### src/rtl/immu_fetch_resp.sv
// Fetch-side MMU responder: translates pc, issues 8-byte reads,
// and returns one or two instruction words per accepted request.
module immu_fetch_resp #(
   parameter int DEPTH = 4
) (
   input  logic        clk,
   input  logic        resetn,
   input  logic        mmu_i_req,
   input  logic [31:0] mmu_i_addr,
   output logic        mmu_i_addr_ok,
   output logic        mmu_i_double,
   output logic        mmu_i_data_ok,
   output logic [63:0] mmu_i_rdata,
   output logic        mmu_i_tlbr,
   output logic        mmu_i_pif,
   output logic        mmu_i_ppi,
   input  logic        csr_da,
   input  logic [1:0]  csr_plv,
   input  logic [2:0]  dmw0_vseg,
   input  logic [2:0]  dmw0_pseg,
   input  logic        dmw0_plv0,
   input  logic        dmw0_plv3,
   input  logic [2:0]  dmw1_vseg,
   input  logic [2:0]  dmw1_pseg,
   input  logic        dmw1_plv0,
   input  logic        dmw1_plv3,
   output logic [31:0] tlb_vaddr,
   input  logic        tlb_found,
   input  logic        tlb_v,
   input  logic [1:0]  tlb_plv,
   input  logic [19:0] tlb_ppn,
   output logic        mem_req,
   output logic [31:0] mem_addr,
   input  logic        mem_addr_ok,
   input  logic        mem_data_ok,
   input  logic [63:0] mem_rdata
);

   localparam int CW = $clog2(DEPTH + 1);
   localparam int PW = (DEPTH > 1) ? $clog2(DEPTH) : 1;

   logic [DEPTH-1:0] r_sel;
   logic [PW-1:0]    r_wp;
   logic [PW-1:0]    r_rp;
   logic [CW-1:0]    r_cnt;

   logic        w_dmw0_hit;
   logic        w_dmw1_hit;
   logic        w_tlb_path;
   logic [31:0] w_pa;
   logic        w_excp;
   logic        w_push;
   logic        w_pop;
   logic        w_head;

   assign w_dmw0_hit = (mmu_i_addr[31:29] == dmw0_vseg) &&
                       ((csr_plv == 2'd0 && dmw0_plv0) ||
                        (csr_plv == 2'd3 && dmw0_plv3));
   assign w_dmw1_hit = (mmu_i_addr[31:29] == dmw1_vseg) &&
                       ((csr_plv == 2'd0 && dmw1_plv0) ||
                        (csr_plv == 2'd3 && dmw1_plv3));
   assign w_tlb_path = !csr_da && !w_dmw0_hit && !w_dmw1_hit;

   always_comb begin
      w_pa = mmu_i_addr;
      unique case (1'b1)
         csr_da:     w_pa = mmu_i_addr;
         w_dmw0_hit: w_pa = {dmw0_pseg, mmu_i_addr[28:0]};
         w_dmw1_hit: w_pa = {dmw1_pseg, mmu_i_addr[28:0]};
         default:    w_pa = {tlb_ppn, mmu_i_addr[11:0]};
      endcase
   end

   assign mmu_i_tlbr = w_tlb_path && !tlb_found;
   assign mmu_i_pif  = w_tlb_path && tlb_found && !tlb_v;
   assign mmu_i_ppi  = w_tlb_path && tlb_found && tlb_v &&
                       (csr_plv > tlb_plv);
   assign w_excp     = mmu_i_tlbr | mmu_i_pif | mmu_i_ppi;

   assign tlb_vaddr    = mmu_i_addr;
   assign mmu_i_double = !mmu_i_addr[2];

   // A pop in the same cycle frees a slot, so a full FIFO can still accept.
   assign w_pop   = resetn && mem_data_ok && (r_cnt != '0);
   assign mem_req = resetn && mmu_i_req && !w_excp &&
                    ((r_cnt < CW'(DEPTH)) || w_pop);
   assign mem_addr      = w_pa & ~32'h7;
   assign mmu_i_addr_ok = mem_req && mem_addr_ok;
   assign w_push        = mmu_i_addr_ok;

   assign w_head        = r_sel[r_rp];
   assign mmu_i_data_ok = w_pop;
   assign mmu_i_rdata   = w_head ? {32'h0, mem_rdata[63:32]} : mem_rdata;

   always_ff @(posedge clk or negedge resetn) begin
      if (!resetn) begin
         r_sel <= '0;
         r_wp  <= '0;
         r_rp  <= '0;
         r_cnt <= '0;
      end else begin
         if (w_push) begin
            r_sel[r_wp] <= mmu_i_addr[2];
            r_wp <= (r_wp == PW'(DEPTH - 1)) ? '0 : r_wp + 1'b1;
         end
         if (w_pop)
            r_rp <= (r_rp == PW'(DEPTH - 1)) ? '0 : r_rp + 1'b1;
         if (w_push && !w_pop)
            r_cnt <= r_cnt + 1'b1;
         else if (w_pop && !w_push)
            r_cnt <= r_cnt - 1'b1;
      end
   end

endmodule

### config.mk
export PLATFORM = sky130hd
export DESIGN_NAME = immu_fetch_resp
export DESIGN_NICKNAME = d
export VERILOG_FILES = /design/src/rtl/immu_fetch_resp.sv
export SDC_FILE = /design/constraint.sdc
export NUM_CORES = 1
export LEC_CHECK = 0
export CAP_MARGIN = 20
export CORE_AREA = 5 5 104 106
export CTS_CLUSTER_SIZE = 20
export DETAILED_ROUTE_END_ITERATION = 12
export DIE_AREA = 0 0 109 111
export PLACE_DENSITY = 0.71
export SETUP_SLACK_MARGIN = 0.05
export SYNTH_ARGS = -nofsm -noshare
export SYNTH_HDL_FRONTEND = slang
export SYNTH_SLANG_ARGS = --single-unit
### constraint.sdc
create_clock -name clk -period 4.2 [get_ports clk]
set_input_delay 0.63 -clock clk [delete_from_list [all_inputs] [get_ports clk]]
set_output_delay 0.63 -clock clk [all_outputs]
set_load 0.02 [all_outputs]
---- Word level (Yosys, flattened, before mapping) ----
Cells that the tools add are included.
storage, ports and cells
  register bits after elaboration ......... 11
  output and inout port bits .............. 135
  word-level logic and storage cells ...... 68
cells by class
  add/subtract/negate cells ............... 4
  $lt $le $gt $ge ......................... 5
  eq/ne operators ......................... 5
  muxes and demuxes ....................... 11
  bitwise operators ....................... 2
  reductions and logical operators ........ 37
operator list
  operator               number
  $pmux W32 S3           1
  $mux W64               1
  $logic_and A1 B1 Y1    22
  $logic_not A1 Y1       9
  $eq A2 B2 Y1 const B   3
  $eq A3 B3 Y1           2
  $lt A2 B3 Y1 const B   2
  $mux W3                2
  $add A2 B1 Y2 const B  2
  $bwmux W4              1
  $mux W2                2
  $add A3 B1 Y3 const B  1
  $logic_or A1 B1 Y1     3
  $lt A3 B3 Y1 const B   1
  $reduce_bool A3 Y1     1
  $sub A3 B1 Y3 const B  1
  $bmux W1 S2            1
  $demux W1 S2           1
  $ge A2 B1 Y1 const B   1
  $gt A2 B2 Y1           1
  $logic_not A2 Y1       1
  $mux W1                2
  $or A1 B1 Y1           2
  $reduce_bool A2 Y1     1

---- Depth between registers and ports, before layout ----
Gate-level depths: netlist of the first run.
  depth in word-level cells ............... 19
  mapped depth ............................ 12

---- Worst setup path after synthesis of the first run ----
No wires, ideal clock.
  kind .................................... input port to flip-flop
  start point ............................. in csr_plv[0]
  end point ............................... reg r_cnt[2]
  library setup time ...................... 0.079 ns
  arrival time ............................ 3.147 ns
  data required time ...................... 4.121 ns
  path slack .............................. 0.973 ns
  stages .................................. 11
  path buffers ............................ 1
  path through ............................ or3b_1 a2111oi_2 or3_1 buf_4 o211a_1 ha_1 inv_1 fa_1 xor2_1 nor2_1 xor2_1
between the ends
  longest elaborated chain between the ends .. 18
  elaborated cells on any way between the ends .. 31
  classes of those cells .................. order compare (1); eq/ne (1); mux (1); bitwise (2); reduce/logical (26)
ends and longest elaborated chain
  item                                                        line    RTL
  start: declaration                                          18      input logic [1:0] csr_plv,
  $eq A2 B2 Y1 / $logic_not A2 Y1 (equally long branches)     -
  $logic_and A1 B1 Y1 (on tied branches)                      58, 57
  $logic_or A1 B1 Y1                                          57      ((csr_plv == 2'd0 && dmw0_plv0) ||
  $logic_and A1 B1 Y1                                         56      assign w_dmw0_hit = (mmu_i_addr[31:29] == dmw0_vseg) &&
  $logic_not A1 Y1                                            62      assign w_tlb_path = !csr_da && !w_dmw0_hit && !w_dmw1_hit;
  $logic_and A1 B1 Y1 (2 in series)                           62
  $logic_and A1 B1 Y1                                         75, 76
  $logic_and A1 B1 Y1 (on tied branches)                      75, 76
  $or A1 B1 Y1 / $logic_and A1 B1 Y1 (equally long branches)  78, 76
  $or A1 B1 Y1 (*)                                            78      assign w_excp = mmu_i_tlbr | mmu_i_pif | mmu_i_ppi;
  $logic_not A1 Y1 (*)                                        85      assign mem_req = resetn && mmu_i_req && !w_excp &&
  $logic_and A1 B1 Y1 (*) (2 in series)                       85
  $logic_and A1 B1 Y1 (*)                                     88      assign mmu_i_addr_ok = mem_req && mem_addr_ok;
  named net mmu_i_addr_ok                                     10      output logic mmu_i_addr_ok,
  $logic_not A1 Y1                                            110     else if (w_pop && !w_push)
  $logic_and A1 B1 Y1                                         110
  $reduce_bool A2 Y1 (no line)                                -
  end signal: assignment                                      109     r_cnt <= r_cnt + 1'b1;
  end signal: assignment                                      111     r_cnt <= r_cnt - 1'b1;
  end: declaration                                            45      logic [CW-1:0] r_cnt;
The timed path passes the listed nets; every way through them passes the cells marked *.
A chain may end at the register's enable or synchronous reset.

---- Worst setup path in the final report of the first run ----
  start point ............................. in csr_plv[0]
  end point ............................... out mem_addr[31]
between the ends
  longest elaborated chain between the ends .. 5
  elaborated cells on any way between the ends .. 11
  classes of those cells .................. eq/ne (1); mux (1); reduce/logical (9)
ends and longest elaborated chain
  item                                                     line    RTL
  $eq A2 B2 Y1 / $logic_not A2 Y1 (equally long branches)  -
  $logic_and A1 B1 Y1 (on tied branches)                   -
  $logic_or A1 B1 Y1 (on tied branches)                    60, 57
  $logic_and A1 B1 Y1 (on tied branches)                   59, 56
  $pmux W32 S3 (*)                                         66      unique case (1'b1)
  end: declaration                                         33      output logic [31:0] mem_addr,
Mark *: on every way between the ends. The rest lies on a longest branch, timed or not.

==> impl_metrics.xml, run 1 <==
<?xml version="1.0" encoding="UTF-8"?>
<metrics>
  <group name="cts">
    <metric name="hold_buffer_count_at_cts" unit="">0</metric>
    <metric name="clockBufferDepth" unit="">2</metric>
    <metric name="cts.repair.resized" unit="">0</metric>
    <metric name="clock-root-buffer" unit="">sky130_fd_sc_hd__clkbuf_8</metric>
    <metric name="ctsHtreeMaxLevel" unit="">1</metric>
    <metric name="cts.sink_count" unit="">11</metric>
    <metric name="tritoncts" unit="">done</metric>
    <metric name="clk_pin_slew" unit="ns">0.05</metric>
    <metric name="worstSkewPairLatency" unit="ns">0.23</metric>
    <metric name="cts_inserted_buffers" unit="">3</metric>
    <metric name="cts_setup_buffers" unit="">0</metric>
  </group>
  <group name="setup_path">
    <metric name="worst_setup_path_start_kind" unit="">primary input</metric>
    <metric name="timing.critical_path.cells" unit="">clkdlybuf4s50_1 &gt; or3b_1 &gt; a2111oi_2 &gt; or3_1 &gt; buf_4 &gt; nor2_1 &gt; a21oi_1 &gt; clkdlybuf4s50_1</metric>
    <metric name="worst-endpoint-required" unit="ns">3.57</metric>
    <metric name="worst-path-max-fanout" unit="">25</metric>
    <metric name="reg2reg_slack" unit="ns">1.69</metric>
    <metric name="critPathMostFrequentCell" unit="">sky130_fd_sc_hd__clkdlybuf4s50_1</metric>
    <metric name="crit_path_max_incr_delay" unit="ns">0.62</metric>
    <metric name="crit_slowest_cell" unit="">sky130_fd_sc_hd__clkdlybuf4s50_1</metric>
    <metric name="worst-endpoint-arrival" unit="ns">3.21</metric>
    <metric name="setup.worst_path.class" unit="">primary input to output port</metric>
    <metric name="endpoint_kind" unit="">output port</metric>
    <metric name="worstReg2RegStart" unit="">r_cnt[0]$_DFFE_PN0P_</metric>
    <metric name="r2r.worst_path.cells" unit="">7</metric>
    <metric name="r2r_end" unit="">r_cnt[2]$_DFFE_PN0P_</metric>
  </group>
  <group name="placed_design">
    <metric name="place.gp.congestion" unit="">0.823</metric>
    <metric name="portBuffers" unit="">244</metric>
    <metric name="placed_area" unit="µm²">4310</metric>
    <metric name="placed_cells" unit="">590</metric>
    <metric name="dpl_wire_length" unit="µm">8520</metric>
    <metric name="dp_slack" unit="ns">0.363</metric>
  </group>
  <group name="power">
    <metric name="vdd_drop_max" unit="µV">336</metric>
    <metric name="tot_pwr" unit="mW">2.16</metric>
    <metric name="static_leak" unit="nW">1.78</metric>
    <metric name="power_per_cell_area" unit="nW/µm²">496</metric>
  </group>
  <group name="final_layout">
    <metric name="final_core_utilization" unit="%">45.0</metric>
    <metric name="n_antenna_cell" unit="">0</metric>
    <metric name="post_layout_nonfiller_instances" unit="">594</metric>
    <metric name="final_nets" unit="">615</metric>
    <metric name="synthToLayoutAreaGrowth" unit="%">116</metric>
    <metric name="fin_area" unit="µm²">4360</metric>
    <metric name="layout-drive-gt1-share" unit="%">11.5</metric>
  </group>
  <group name="grt">
    <metric name="grt_pass1_wl" unit="µm">14300</metric>
    <metric name="antenna_found_initial" unit="">0</metric>
    <metric name="grt_pass1_vias" unit="">2586</metric>
    <metric name="globalRoute.totalOverflow" unit="">0</metric>
    <metric name="global_route.usage.total" unit="%">14.8</metric>
    <metric name="maximum_number_of_pins_on_one_net_before_global_route_repair" unit="">45</metric>
  </group>
  <group name="detailed_routing">
    <metric name="drt_wl_total" unit="µm">9510</metric>
    <metric name="dr_total_vias" unit="">2412</metric>
    <metric name="post_drt_via_cell_ratio" unit="">4.06</metric>
    <metric name="route.antenna.remaining_nets" unit="">0</metric>
    <metric name="drc" unit="">0</metric>
    <metric name="route.detailed.wl_per_inst" unit="µm">16.0</metric>
    <metric name="first_iter_violations" unit="">76</metric>
    <metric name="detailedRoute.firstPassIterationCount" unit="">4</metric>
  </group>
  <group name="sta">
    <metric name="timing.setup.tns" unit="ns">0</metric>
    <metric name="final_max_slew_viol_count" unit="">0</metric>
    <metric name="period_needed" unit="ns">3.84</metric>
    <metric name="setup_violations" unit="">0</metric>
    <metric name="timing.final.ws_setup" unit="ns">0.365</metric>
    <metric name="clock-skew-final" unit="ns">0.00230</metric>
    <metric name="max_clock_freq" unit="MHz">261</metric>
    <metric name="finalHoldWorstSlack" unit="ns">0.487</metric>
    <metric name="min_period_over_period" unit="%">91.3</metric>
    <metric name="timing_worst_slew_pin_value" unit="ns">0.945</metric>
    <metric name="worst_slew_margin_rel" unit="%">36.2</metric>
    <metric name="grt_setup_unrepaired" unit="">false</metric>
    <metric name="timing_hold_violations_final" unit="">0</metric>
  </group>
  <group name="floorplan">
    <metric name="chipWidth" unit="µm">109</metric>
    <metric name="area_of_the_placeable_core" unit="µm²">9680</metric>
    <metric name="floorplan.initialDensity" unit="%">20.8</metric>
    <metric name="floorplan.rows" unit="">36</metric>
    <metric name="die_area" unit="µm²">12100</metric>
    <metric name="dieHeight" unit="µm">111</metric>
    <metric name="boundaryPins" unit="">279</metric>
  </group>
  <group name="worst_hold_path">
    <metric name="holdPathStages" unit="">1</metric>
    <metric name="holdCritStartpoint" unit="">r_sel[2]$_DFFE_PN0P_</metric>
    <metric name="hold_end" unit="">r_sel[2]$_DFFE_PN0P_</metric>
    <metric name="min-delay-path-class" unit="">register to register</metric>
  </group>
  <group name="logic_synthesis">
    <metric name="post_synth_inst_count" unit="">258</metric>
    <metric name="synth-seq-cells" unit="">11</metric>
    <metric name="mappedNetlistArea" unit="µm²">2020</metric>
    <metric name="yosysWarningCount" unit="">0</metric>
    <metric name="syn-mean-instance-area" unit="µm²">7.82</metric>
    <metric name="seq_area_frac_synth" unit="%">13.6</metric>
    <metric name="yosys.cell_types.count" unit="">32</metric>
  </group>
  <group name="flow_run">
    <metric name="max_cap_viol_count" unit="">0</metric>
  </group>
  <group name="run_status">
    <metric name="outcome" unit="">finished clean</metric>
  </group>
</metrics>
==> power breakdown <==
group | internal, mW | total (mW) | switching, mW
clock network | 0.0662 | 0.100 | 0.0341
registers | 0.158 | 0.205 | 0.0473
logic | 0.958 | 1.86 | 0.900
==> synthesized netlist by cell type, drive strengths merged <==
| master | n | area, µm² |
|---|---|---|
| o311ai | 1 | 8.76 |
| nor2 | 6 | 22.5 |
| conb | 1 | 3.75 |
| a21oi | 4 | 20.0 |
| o2111ai | 4 | 35.0 |
| nor3b | 1 | 7.51 |
| a2111oi | 2 | 30.0 |
| o211a | 1 | 10.0 |
| fa | 1 | 20.0 |
| a21o | 1 | 7.51 |
| nor3 | 3 | 15.0 |
| nand3 | 2 | 10.0 |
| inv | 8 | 30.0 |
| o21a | 1 | 7.51 |
| clkbuf | 7 | 26.3 |
| xor2 | 8 | 70.1 |
| mux2 | 39 | 439 |
| dfrtp | 11 | 275 |
| ha | 8 | 100 |
| or3 | 1 | 6.26 |
| or3b | 2 | 17.5 |
| mux4 | 1 | 22.5 |
| buf | 49 | 363 |
| o21ai | 1 | 5.00 |
| nor2b | 34 | 213 |
| xnor2 | 1 | 8.76 |
| nand2 | 57 | 214 |
| a222oi | 3 | 30.0 |
==> final cells by class <==
cell class / count / area, µm²
sequential: 11 / 275
tap: 133 / 166
clock buffer: 4 / 45.0
fill: 960 / 5330
timing repair buffer: 253 / 2510
multi-input combinational: 185 / 1330
inverter: 8 / 30.0
==> critical path, delay by kind of cell <==
family | cells | cell delay (ns)
and+or+nand+nor | 3 | 0.68
AOI/OAI and AO/OA | 2 | 0.53
buffers and inverters | 3 | 1.36
==> state kept, by name, indices dropped and copies added (netlist names) <==
register  flops
r_sel         4
r_cnt         3
r_rp          2
r_wp          2
==> layout by cell type, fill, tap and decap left out <==
cell type,n
sky130_fd_sc_hd__or3_1,1
sky130_fd_sc_hd__a222oi_1,3
sky130_fd_sc_hd__buf_4,9
sky130_fd_sc_hd__nor2b_1,34
sky130_fd_sc_hd__clkbuf_1,1
sky130_fd_sc_hd__mux2_2,38
sky130_fd_sc_hd__mux4_2,1
sky130_fd_sc_hd__dfrtp_1,11
sky130_fd_sc_hd__o21a_1,1
sky130_fd_sc_hd__clkbuf_8,3
sky130_fd_sc_hd__ha_1,8
sky130_fd_sc_hd__o21ai_0,1
sky130_fd_sc_hd__a21oi_1,4
sky130_fd_sc_hd__or3b_1,2
sky130_fd_sc_hd__nor3_1,3
sky130_fd_sc_hd__nand3_1,2
sky130_fd_sc_hd__fa_1,1
sky130_fd_sc_hd__o311ai_0,1
sky130_fd_sc_hd__nand2_1,57
sky130_fd_sc_hd__mux2_1,1
sky130_fd_sc_hd__clkdlybuf4s50_1,244
sky130_fd_sc_hd__a21o_1,1
sky130_fd_sc_hd__xnor2_1,1
sky130_fd_sc_hd__conb_1,3
sky130_fd_sc_hd__nor2_1,6
sky130_fd_sc_hd__nor3b_1,1
sky130_fd_sc_hd__xor2_1,8
sky130_fd_sc_hd__inv_1,8
sky130_fd_sc_hd__o2111ai_1,4
sky130_fd_sc_hd__o211a_1,1
sky130_fd_sc_hd__a2111oi_2,2
==> logic make-up after synthesis <==
family / count (synthesis) / share of synthesized area (%)
adders and majority gates: 9 / 5.95
and+or+nand+nor: 106 / 25.0
xor gates and xnor gates: 9 / 3.91
AOI/OAI and AO/OA: 18 / 7.63
other: 1 / 0.186
muxes: 40 / 22.9
buffers and inverters: 64 / 20.8
DFF: 11 / 13.6
==> layer usage <==
| layer | wire, µm | GRT usage, % |
|---|---|---|
| met1 | 3360 | 15.4 |
| met2 | 5430 | 29.3 |
| met5 | 0 | 0 |
| met3 | 556 | 2.91 |
| met4 | 166 | 3.62 |
==> how the worst max path moves through the flow <==
stage | from | end | cells past startpoint
floorplan | csr_plv[0] | r_cnt[2]$_DFFE_PN0P_ | 11
global placement | csr_plv[0] | mem_addr[31] | 8
detailed placement | csr_plv[0] | mem_addr[29] | 8
CTS | csr_plv[0] | mem_addr[29] | 8
global route | csr_plv[0] | mem_addr[29] | 8
finish | csr_plv[0] | mem_addr[31] | 8
No activity file was read; power rests on OpenSTA's default activity.
==> inputs of run 2 (changes only) <==
- CAP_MARGIN: 20 -> default
- CORE_AREA: 5 5 104 106 -> 5 5 105 107
- DIE_AREA: 0 0 109 111 -> 0 0 110 112
- PLACE_DENSITY: 0.71 -> 0.69
- clock period: 4.2 -> 3.8 ns (I/O delays scaled with it)
==> impl_metrics.xml, run 2 (synthesized netlist as in run 1, its figures left out) <==
<?xml version="1.0" encoding="UTF-8"?>
<metrics>
  <group name="sta">
    <metric name="max_clock_freq" unit="MHz">277</metric>
    <metric name="timing_worst_slew_pin_value" unit="ns">0.968</metric>
    <metric name="setup_violations" unit="">0</metric>
    <metric name="final_max_slew_viol_count" unit="">0</metric>
    <metric name="timing_hold_violations_final" unit="">0</metric>
    <metric name="timing.setup.tns" unit="ns">0</metric>
    <metric name="worst_slew_margin_rel" unit="%">34.7</metric>
    <metric name="min_period_over_period" unit="%">95.1</metric>
    <metric name="clock-skew-final" unit="ns">0.00347</metric>
    <metric name="grt_setup_unrepaired" unit="">false</metric>
    <metric name="period_needed" unit="ns">3.61</metric>
  </group>
  <group name="cts">
    <metric name="tritoncts" unit="">done</metric>
    <metric name="worstSkewPairLatency" unit="ns">0.23</metric>
    <metric name="clock-root-buffer" unit="">sky130_fd_sc_hd__clkbuf_8</metric>
    <metric name="clk_pin_slew" unit="ns">0.05</metric>
    <metric name="cts.sink_count" unit="">11</metric>
    <metric name="cts_inserted_buffers" unit="">3</metric>
    <metric name="ctsHtreeMaxLevel" unit="">1</metric>
    <metric name="cts_setup_buffers" unit="">0</metric>
    <metric name="clockBufferDepth" unit="">2</metric>
    <metric name="hold_buffer_count_at_cts" unit="">0</metric>
    <metric name="cts.repair.resized" unit="">1</metric>
  </group>
  <group name="grt">
    <metric name="maximum_number_of_pins_on_one_net_before_global_route_repair" unit="">33</metric>
    <metric name="global_route.usage.total" unit="%">15.1</metric>
    <metric name="antenna_found_initial" unit="">0</metric>
    <metric name="grt_pass1_wl" unit="µm">14700</metric>
    <metric name="grt_pass1_vias" unit="">2639</metric>
    <metric name="globalRoute.totalOverflow" unit="">0</metric>
  </group>
  <group name="final_layout">
    <metric name="n_antenna_cell" unit="">0</metric>
    <metric name="final_nets" unit="">618</metric>
    <metric name="synthToLayoutAreaGrowth" unit="%">119</metric>
    <metric name="reg_top3" unit="">r_sel x4, r_cnt x3</metric>
    <metric name="layout.cells.most_common" unit="">sky130_fd_sc_hd__clkdlybuf4s50_1</metric>
    <metric name="layout-drive-gt1-share" unit="%">12.3</metric>
    <metric name="top_register" unit="">r_sel</metric>
    <metric name="layout_common_cells" unit="">sky130_fd_sc_hd__clkdlybuf4s50_1 (243), sky130_fd_sc_hd__nand2_1 (57), sky130_fd_sc_hd__mux2_2 (38)</metric>
    <metric name="largest_reg_flops" unit="">4</metric>
  </group>
  <group name="floorplan">
    <metric name="area_of_the_placeable_core" unit="µm²">10000</metric>
    <metric name="floorplan.initialDensity" unit="%">20.1</metric>
    <metric name="die_area" unit="µm²">12300</metric>
    <metric name="floorplan.rows" unit="">37</metric>
    <metric name="chipWidth" unit="µm">110</metric>
    <metric name="dieHeight" unit="µm">112</metric>
    <metric name="boundaryPins" unit="">279</metric>
  </group>
  <group name="setup_path">
    <metric name="reg2reg_slack" unit="ns">1.26</metric>
    <metric name="worst-path-max-fanout" unit="">23</metric>
    <metric name="r2r_end" unit="">r_cnt[2]$_DFFE_PN0P_</metric>
    <metric name="setup.worst_path.class" unit="">primary input to output port</metric>
    <metric name="worst_setup_path_start_kind" unit="">primary input</metric>
    <metric name="endpoint_kind" unit="">output port</metric>
    <metric name="r2r.worst_path.cells" unit="">7</metric>
    <metric name="worst-endpoint-arrival" unit="ns">3.04</metric>
    <metric name="worstReg2RegStart" unit="">r_cnt[0]$_DFFE_PN0P_</metric>
    <metric name="worst-endpoint-required" unit="ns">3.23</metric>
  </group>
  <group name="run_status">
    <metric name="outcome" unit="">finished clean</metric>
  </group>
  <group name="worst_hold_path">
    <metric name="hold_end" unit="">r_sel[2]$_DFFE_PN0P_</metric>
    <metric name="holdCritStartpoint" unit="">r_sel[2]$_DFFE_PN0P_</metric>
    <metric name="min-delay-path-class" unit="">register to register</metric>
    <metric name="holdPathStages" unit="">1</metric>
  </group>
  <group name="power">
    <metric name="power_per_cell_area" unit="nW/µm²">552</metric>
    <metric name="static_leak" unit="nW">1.82</metric>
    <metric name="cellInternalPower" unit="mW">1.33</metric>
    <metric name="power_frac_seq" unit="%">9.2</metric>
    <metric name="tot_pwr" unit="mW">2.44</metric>
    <metric name="vdd_drop_max" unit="µV">345</metric>
    <metric name="clock_power_share" unit="%">4.7</metric>
    <metric name="combPwrFrac" unit="%">86.1</metric>
    <metric name="total_switching_power" unit="mW">1.11</metric>
    <metric name="fraction_of_power_spent_switching_nets" unit="%">45.5</metric>
  </group>
  <group name="detailed_routing">
    <metric name="drc" unit="">0</metric>
    <metric name="first_iter_violations" unit="">80</metric>
    <metric name="detailedRoute.firstPassIterationCount" unit="">4</metric>
    <metric name="dr_total_vias" unit="">2421</metric>
    <metric name="post_drt_via_cell_ratio" unit="">4.04</metric>
    <metric name="route.detailed.wl_per_inst" unit="µm">16.6</metric>
    <metric name="drt_wl_total" unit="µm">9940</metric>
    <metric name="route.antenna.remaining_nets" unit="">0</metric>
  </group>
  <group name="flow_run">
    <metric name="max_cap_viol_count" unit="">0</metric>
  </group>
  <group name="placed_design">
    <metric name="portBuffers" unit="">244</metric>
    <metric name="place.gp.congestion" unit="">0.870</metric>
    <metric name="dpl_wire_length" unit="µm">8870</metric>
  </group>
</metrics>
run 2: worst max-delay path by stage:
stage | from | end | slack [ns] | depth (start not counted)
after CTS | csr_plv[0] | mmu_i_addr_ok | 0.1 | 7
after global placement | csr_plv[0] | mmu_i_addr_ok | 0.09 | 7
after floorplan | csr_plv[0] | r_cnt[2]$_DFFE_PN0P_ | 0.63 | 11
final | csr_plv[0] | mem_addr[29] | 0.19 | 8
after detailed placement | csr_plv[0] | mmu_i_addr_ok | 0.04 | 7
after global routing | csr_plv[0] | mem_addr[29] | 0.06 | 8
run 2: stage by stage:
| stage | std cells | hold WS, ns | utilization [%] | area, µm² | worst slack [ns] |
|---|---|---|---|---|---|
| floorplan | 260 | 0.274 | - | 2030 | 0.633 |
| global placement | 596 | 0.477 | 43.4 | 4360 | 0.0927 |
| detailed placement | 596 | 0.487 | 43.4 | 4360 | 0.0386 |
| CTS | 600 | 0.498 | 43.9 | 4410 | 0.0970 |
| global route | 600 | 0.525 | 44.0 | 4420 | 0.0629 |
| finish | 600 | 0.489 | 44.0 | 4420 | 0.188 |
run 2: layout make-up:
type                       count  area (µm²)
clock buffer                   4        45.0
tap                          136         170
sequential                    11         275
multi-input combinational    185        1340
timing repair buffer         256        2560
fill                        1002        5630
inverter                       8        30.0
run 2: power groups by stage:
stage | sequential (mW) | combinational, mW | clock, mW
floorplan | 0.214 | 1.16 | 0
global placement | 0.221 | 2.09 | 0
detailed placement | 0.228 | 2.12 | 0
CTS | 0.226 | 2.13 | 0.119
global route | 0.237 | 2.24 | 0.125
finish | 0.226 | 2.10 | 0.114
run 2: per-layer routing:
metal / track usage (%) / up-vias / part of all wire, % / wire (µm)
li1: - / 1228 / - / -
met2: 27.8 / 83 / 54 / 5320
met1: 17.7 / 1097 / 39 / 3850
met3: 3.25 / 13 / 6.6 / 657
met4: 2.74 / 0 / 1.1 / 111
met5: 0 / - / 0 / 0
run 2: critical path, cell delays in order:
cell and delay [ns]:
sky130_fd_sc_hd__clkdlybuf4s50_1 0.44, sky130_fd_sc_hd__or3b_1 0.41, sky130_fd_sc_hd__a2111oi_2 0.44, sky130_fd_sc_hd__or3_4 0.23, sky130_fd_sc_hd__buf_12 0.16, sky130_fd_sc_hd__nor2_1 0.06, sky130_fd_sc_hd__a21oi_1 0.11, sky130_fd_sc_hd__clkdlybuf4s50_1 0.62
==> inputs of run 3 (changes only) <==
- CORE_AREA: 5 5 105 107 -> 5 5 104 106
- DIE_AREA: 0 0 110 112 -> 0 0 109 111
- MAX_ROUTING_LAYER: default -> met4
- PLACE_DENSITY: 0.69 -> 0.71
- clock period: 3.8 -> 4.65 ns (I/O delays scaled with it)
==> impl_metrics.xml, run 3 (synthesized netlist as in run 1, its figures left out) <==
<?xml version="1.0" encoding="UTF-8"?>
<metrics>
  <group name="run_status">
    <metric name="outcome" unit="">finished clean</metric>
  </group>
  <group name="power">
    <metric name="power_per_cell_area" unit="nW/µm²">450</metric>
    <metric name="static_leak" unit="nW">1.76</metric>
    <metric name="vdd_drop_max" unit="µV">298</metric>
    <metric name="tot_pwr" unit="mW">1.95</metric>
  </group>
  <group name="worst_hold_path">
    <metric name="holdCritStartpoint" unit="">r_sel[2]$_DFFE_PN0P_</metric>
    <metric name="min-delay-path-class" unit="">register to register</metric>
  </group>
  <group name="placed_design">
    <metric name="place.gp.congestion" unit="">0.842</metric>
    <metric name="portBuffers" unit="">244</metric>
    <metric name="dpl_wire_length" unit="µm">8320</metric>
  </group>
  <group name="sta">
    <metric name="grt_setup_unrepaired" unit="">false</metric>
    <metric name="setup_violations" unit="">0</metric>
    <metric name="timing.setup.tns" unit="ns">0</metric>
    <metric name="max_clock_freq" unit="MHz">241</metric>
    <metric name="period_needed" unit="ns">4.16</metric>
    <metric name="final_max_slew_viol_count" unit="">0</metric>
    <metric name="min_period_over_period" unit="%">89.4</metric>
    <metric name="timing_worst_slew_pin_value" unit="ns">1.06</metric>
    <metric name="timing_hold_violations_final" unit="">0</metric>
    <metric name="worst_slew_margin_rel" unit="%">29.5</metric>
    <metric name="clock-skew-final" unit="ns">0.00417</metric>
  </group>
  <group name="cts">
    <metric name="clk_pin_slew" unit="ns">0.05</metric>
    <metric name="cts.sink_count" unit="">11</metric>
    <metric name="clock-root-buffer" unit="">sky130_fd_sc_hd__clkbuf_8</metric>
    <metric name="worstSkewPairLatency" unit="ns">0.23</metric>
    <metric name="cts.repair.resized" unit="">0</metric>
    <metric name="tritoncts" unit="">done</metric>
    <metric name="clockBufferDepth" unit="">2</metric>
    <metric name="ctsHtreeMaxLevel" unit="">1</metric>
    <metric name="hold_buffer_count_at_cts" unit="">0</metric>
    <metric name="cts_inserted_buffers" unit="">3</metric>
    <metric name="cts_setup_buffers" unit="">0</metric>
  </group>
  <group name="final_layout">
    <metric name="synthToLayoutAreaGrowth" unit="%">114</metric>
    <metric name="reg_top3" unit="">r_sel x4, r_cnt x3</metric>
    <metric name="final_nets" unit="">611</metric>
    <metric name="layout-drive-gt1-share" unit="%">10.7</metric>
    <metric name="top_register" unit="">r_sel</metric>
    <metric name="layout_common_cells" unit="">sky130_fd_sc_hd__clkdlybuf4s50_1 (244), sky130_fd_sc_hd__nand2_1 (57), sky130_fd_sc_hd__mux2_2 (38)</metric>
    <metric name="n_antenna_cell" unit="">0</metric>
    <metric name="largest_reg_flops" unit="">4</metric>
    <metric name="layout.cells.most_common" unit="">sky130_fd_sc_hd__clkdlybuf4s50_1</metric>
    <metric name="num-fill-cells" unit="">946</metric>
  </group>
  <group name="grt">
    <metric name="antenna_found_initial" unit="">0</metric>
    <metric name="grt_pass1_wl" unit="µm">14000</metric>
    <metric name="grt_pass1_vias" unit="">2482</metric>
    <metric name="maximum_number_of_pins_on_one_net_before_global_route_repair" unit="">55</metric>
    <metric name="globalRoute.totalOverflow" unit="">0</metric>
    <metric name="global_route.usage.total" unit="%">15.0</metric>
  </group>
  <group name="floorplan">
    <metric name="boundaryPins" unit="">279</metric>
    <metric name="chipWidth" unit="µm">109</metric>
    <metric name="area_of_the_placeable_core" unit="µm²">9680</metric>
    <metric name="die_area" unit="µm²">12100</metric>
    <metric name="floorplan.rows" unit="">36</metric>
    <metric name="floorplan.initialDensity" unit="%">20.8</metric>
    <metric name="dieHeight" unit="µm">111</metric>
  </group>
  <group name="flow_run">
    <metric name="max_cap_viol_count" unit="">0</metric>
  </group>
  <group name="detailed_routing">
    <metric name="drt_wl_total" unit="µm">9440</metric>
    <metric name="post_drt_via_cell_ratio" unit="">4.00</metric>
    <metric name="route.detailed.wl_per_inst" unit="µm">16.0</metric>
    <metric name="route.antenna.remaining_nets" unit="">0</metric>
    <metric name="first_iter_violations" unit="">115</metric>
    <metric name="detailedRoute.firstPassIterationCount" unit="">4</metric>
    <metric name="dr_total_vias" unit="">2360</metric>
    <metric name="drc" unit="">0</metric>
  </group>
  <group name="setup_path">
    <metric name="worstReg2RegStart" unit="">r_cnt[0]$_DFFE_PN0P_</metric>
    <metric name="worst-path-max-fanout" unit="">25</metric>
    <metric name="worst-endpoint-arrival" unit="ns">3.46</metric>
    <metric name="reg2reg_slack" unit="ns">2.20</metric>
    <metric name="setup.worst_path.class" unit="">primary input to output port</metric>
    <metric name="endpoint_kind" unit="">output port</metric>
    <metric name="worst_setup_path_start_kind" unit="">primary input</metric>
    <metric name="worst-endpoint-required" unit="ns">3.95</metric>
    <metric name="crit_path_start" unit="">csr_plv[0]</metric>
  </group>
</metrics>
run 3: cell count changes in the layout (fill, tap and decap cells not counted):
cell / previous run / this run
sky130_fd_sc_hd__buf_12: 2 / 0
sky130_fd_sc_hd__buf_4: 10 / 5
sky130_fd_sc_hd__clkdlybuf4s50_1: 243 / 244
sky130_fd_sc_hd__dlymetal6s2s_1: 1 / 0
sky130_fd_sc_hd__or3_1: 0 / 1
sky130_fd_sc_hd__or3_4: 1 / 0
run 3: final timing paths:
path,endpoint,cells past startpoint
max,mem_addr[29],8
min,r_sel[2]$_DFFE_PN0P_,1
max reg2reg,r_cnt[2]$_DFFE_PN0P_,7
min reg2reg,r_sel[2]$_DFFE_PN0P_,1
max in group asynchronous,r_cnt[0]$_DFFE_PN0P_,2
min in group asynchronous,r_rp[0]$_DFFE_PN0P_,2
run 3: worst max-delay path, stage by stage:
cell	delay (ns)
sky130_fd_sc_hd__clkdlybuf4s50_1	0.47
sky130_fd_sc_hd__or3b_1	0.41
sky130_fd_sc_hd__a2111oi_2	0.58
sky130_fd_sc_hd__or3_1	0.22
sky130_fd_sc_hd__buf_4	0.27
sky130_fd_sc_hd__nor2_1	0.07
sky130_fd_sc_hd__a21oi_1	0.12
sky130_fd_sc_hd__clkdlybuf4s50_1	0.62
run 3: power breakdown:
group | switching [mW] | internal [mW]
sequential | 0.0436 | 0.143
combinational | 0.811 | 0.857
clock | 0.0326 | 0.0599
total | 0.887 | 1.06
run 3: final cells by class:
type / instances / area, µm² / share of cell area (%)
clock buffer: 4 / 45.0 / 1.04
inverter: 8 / 30.0 / 0.694
multi-input combinational: 185 / 1330 / 30.8
sequential: 11 / 275 / 6.36
tap: 133 / 166 / 3.85
timing repair buffer: 249 / 2480 / 57.3
run 3: metrics by stage:
stage	hold slack, ns	instances	worst slack, ns	area (µm²)	util [%]
detailed placement	0.489	586	0.520	4280	44.2
global route	0.522	590	0.288	4330	44.7
global placement	0.475	586	0.546	4280	44.2
floorplan	0.402	260	1.36	2030	-
CTS	0.502	590	0.486	4330	44.7
finish	0.497	590	0.493	4330	44.7
run 3: layer usage:
layer / wire length (µm) / vias to the layer above / GRT usage, %
li1: - / 1210 / -
met2: 5500 / 67 / 29.4
met3: 424 / 8 / 1.98
met5: 0 / - / -
met1: 3480 / 1075 / 16.1
met4: 40 / 0 / 1.68
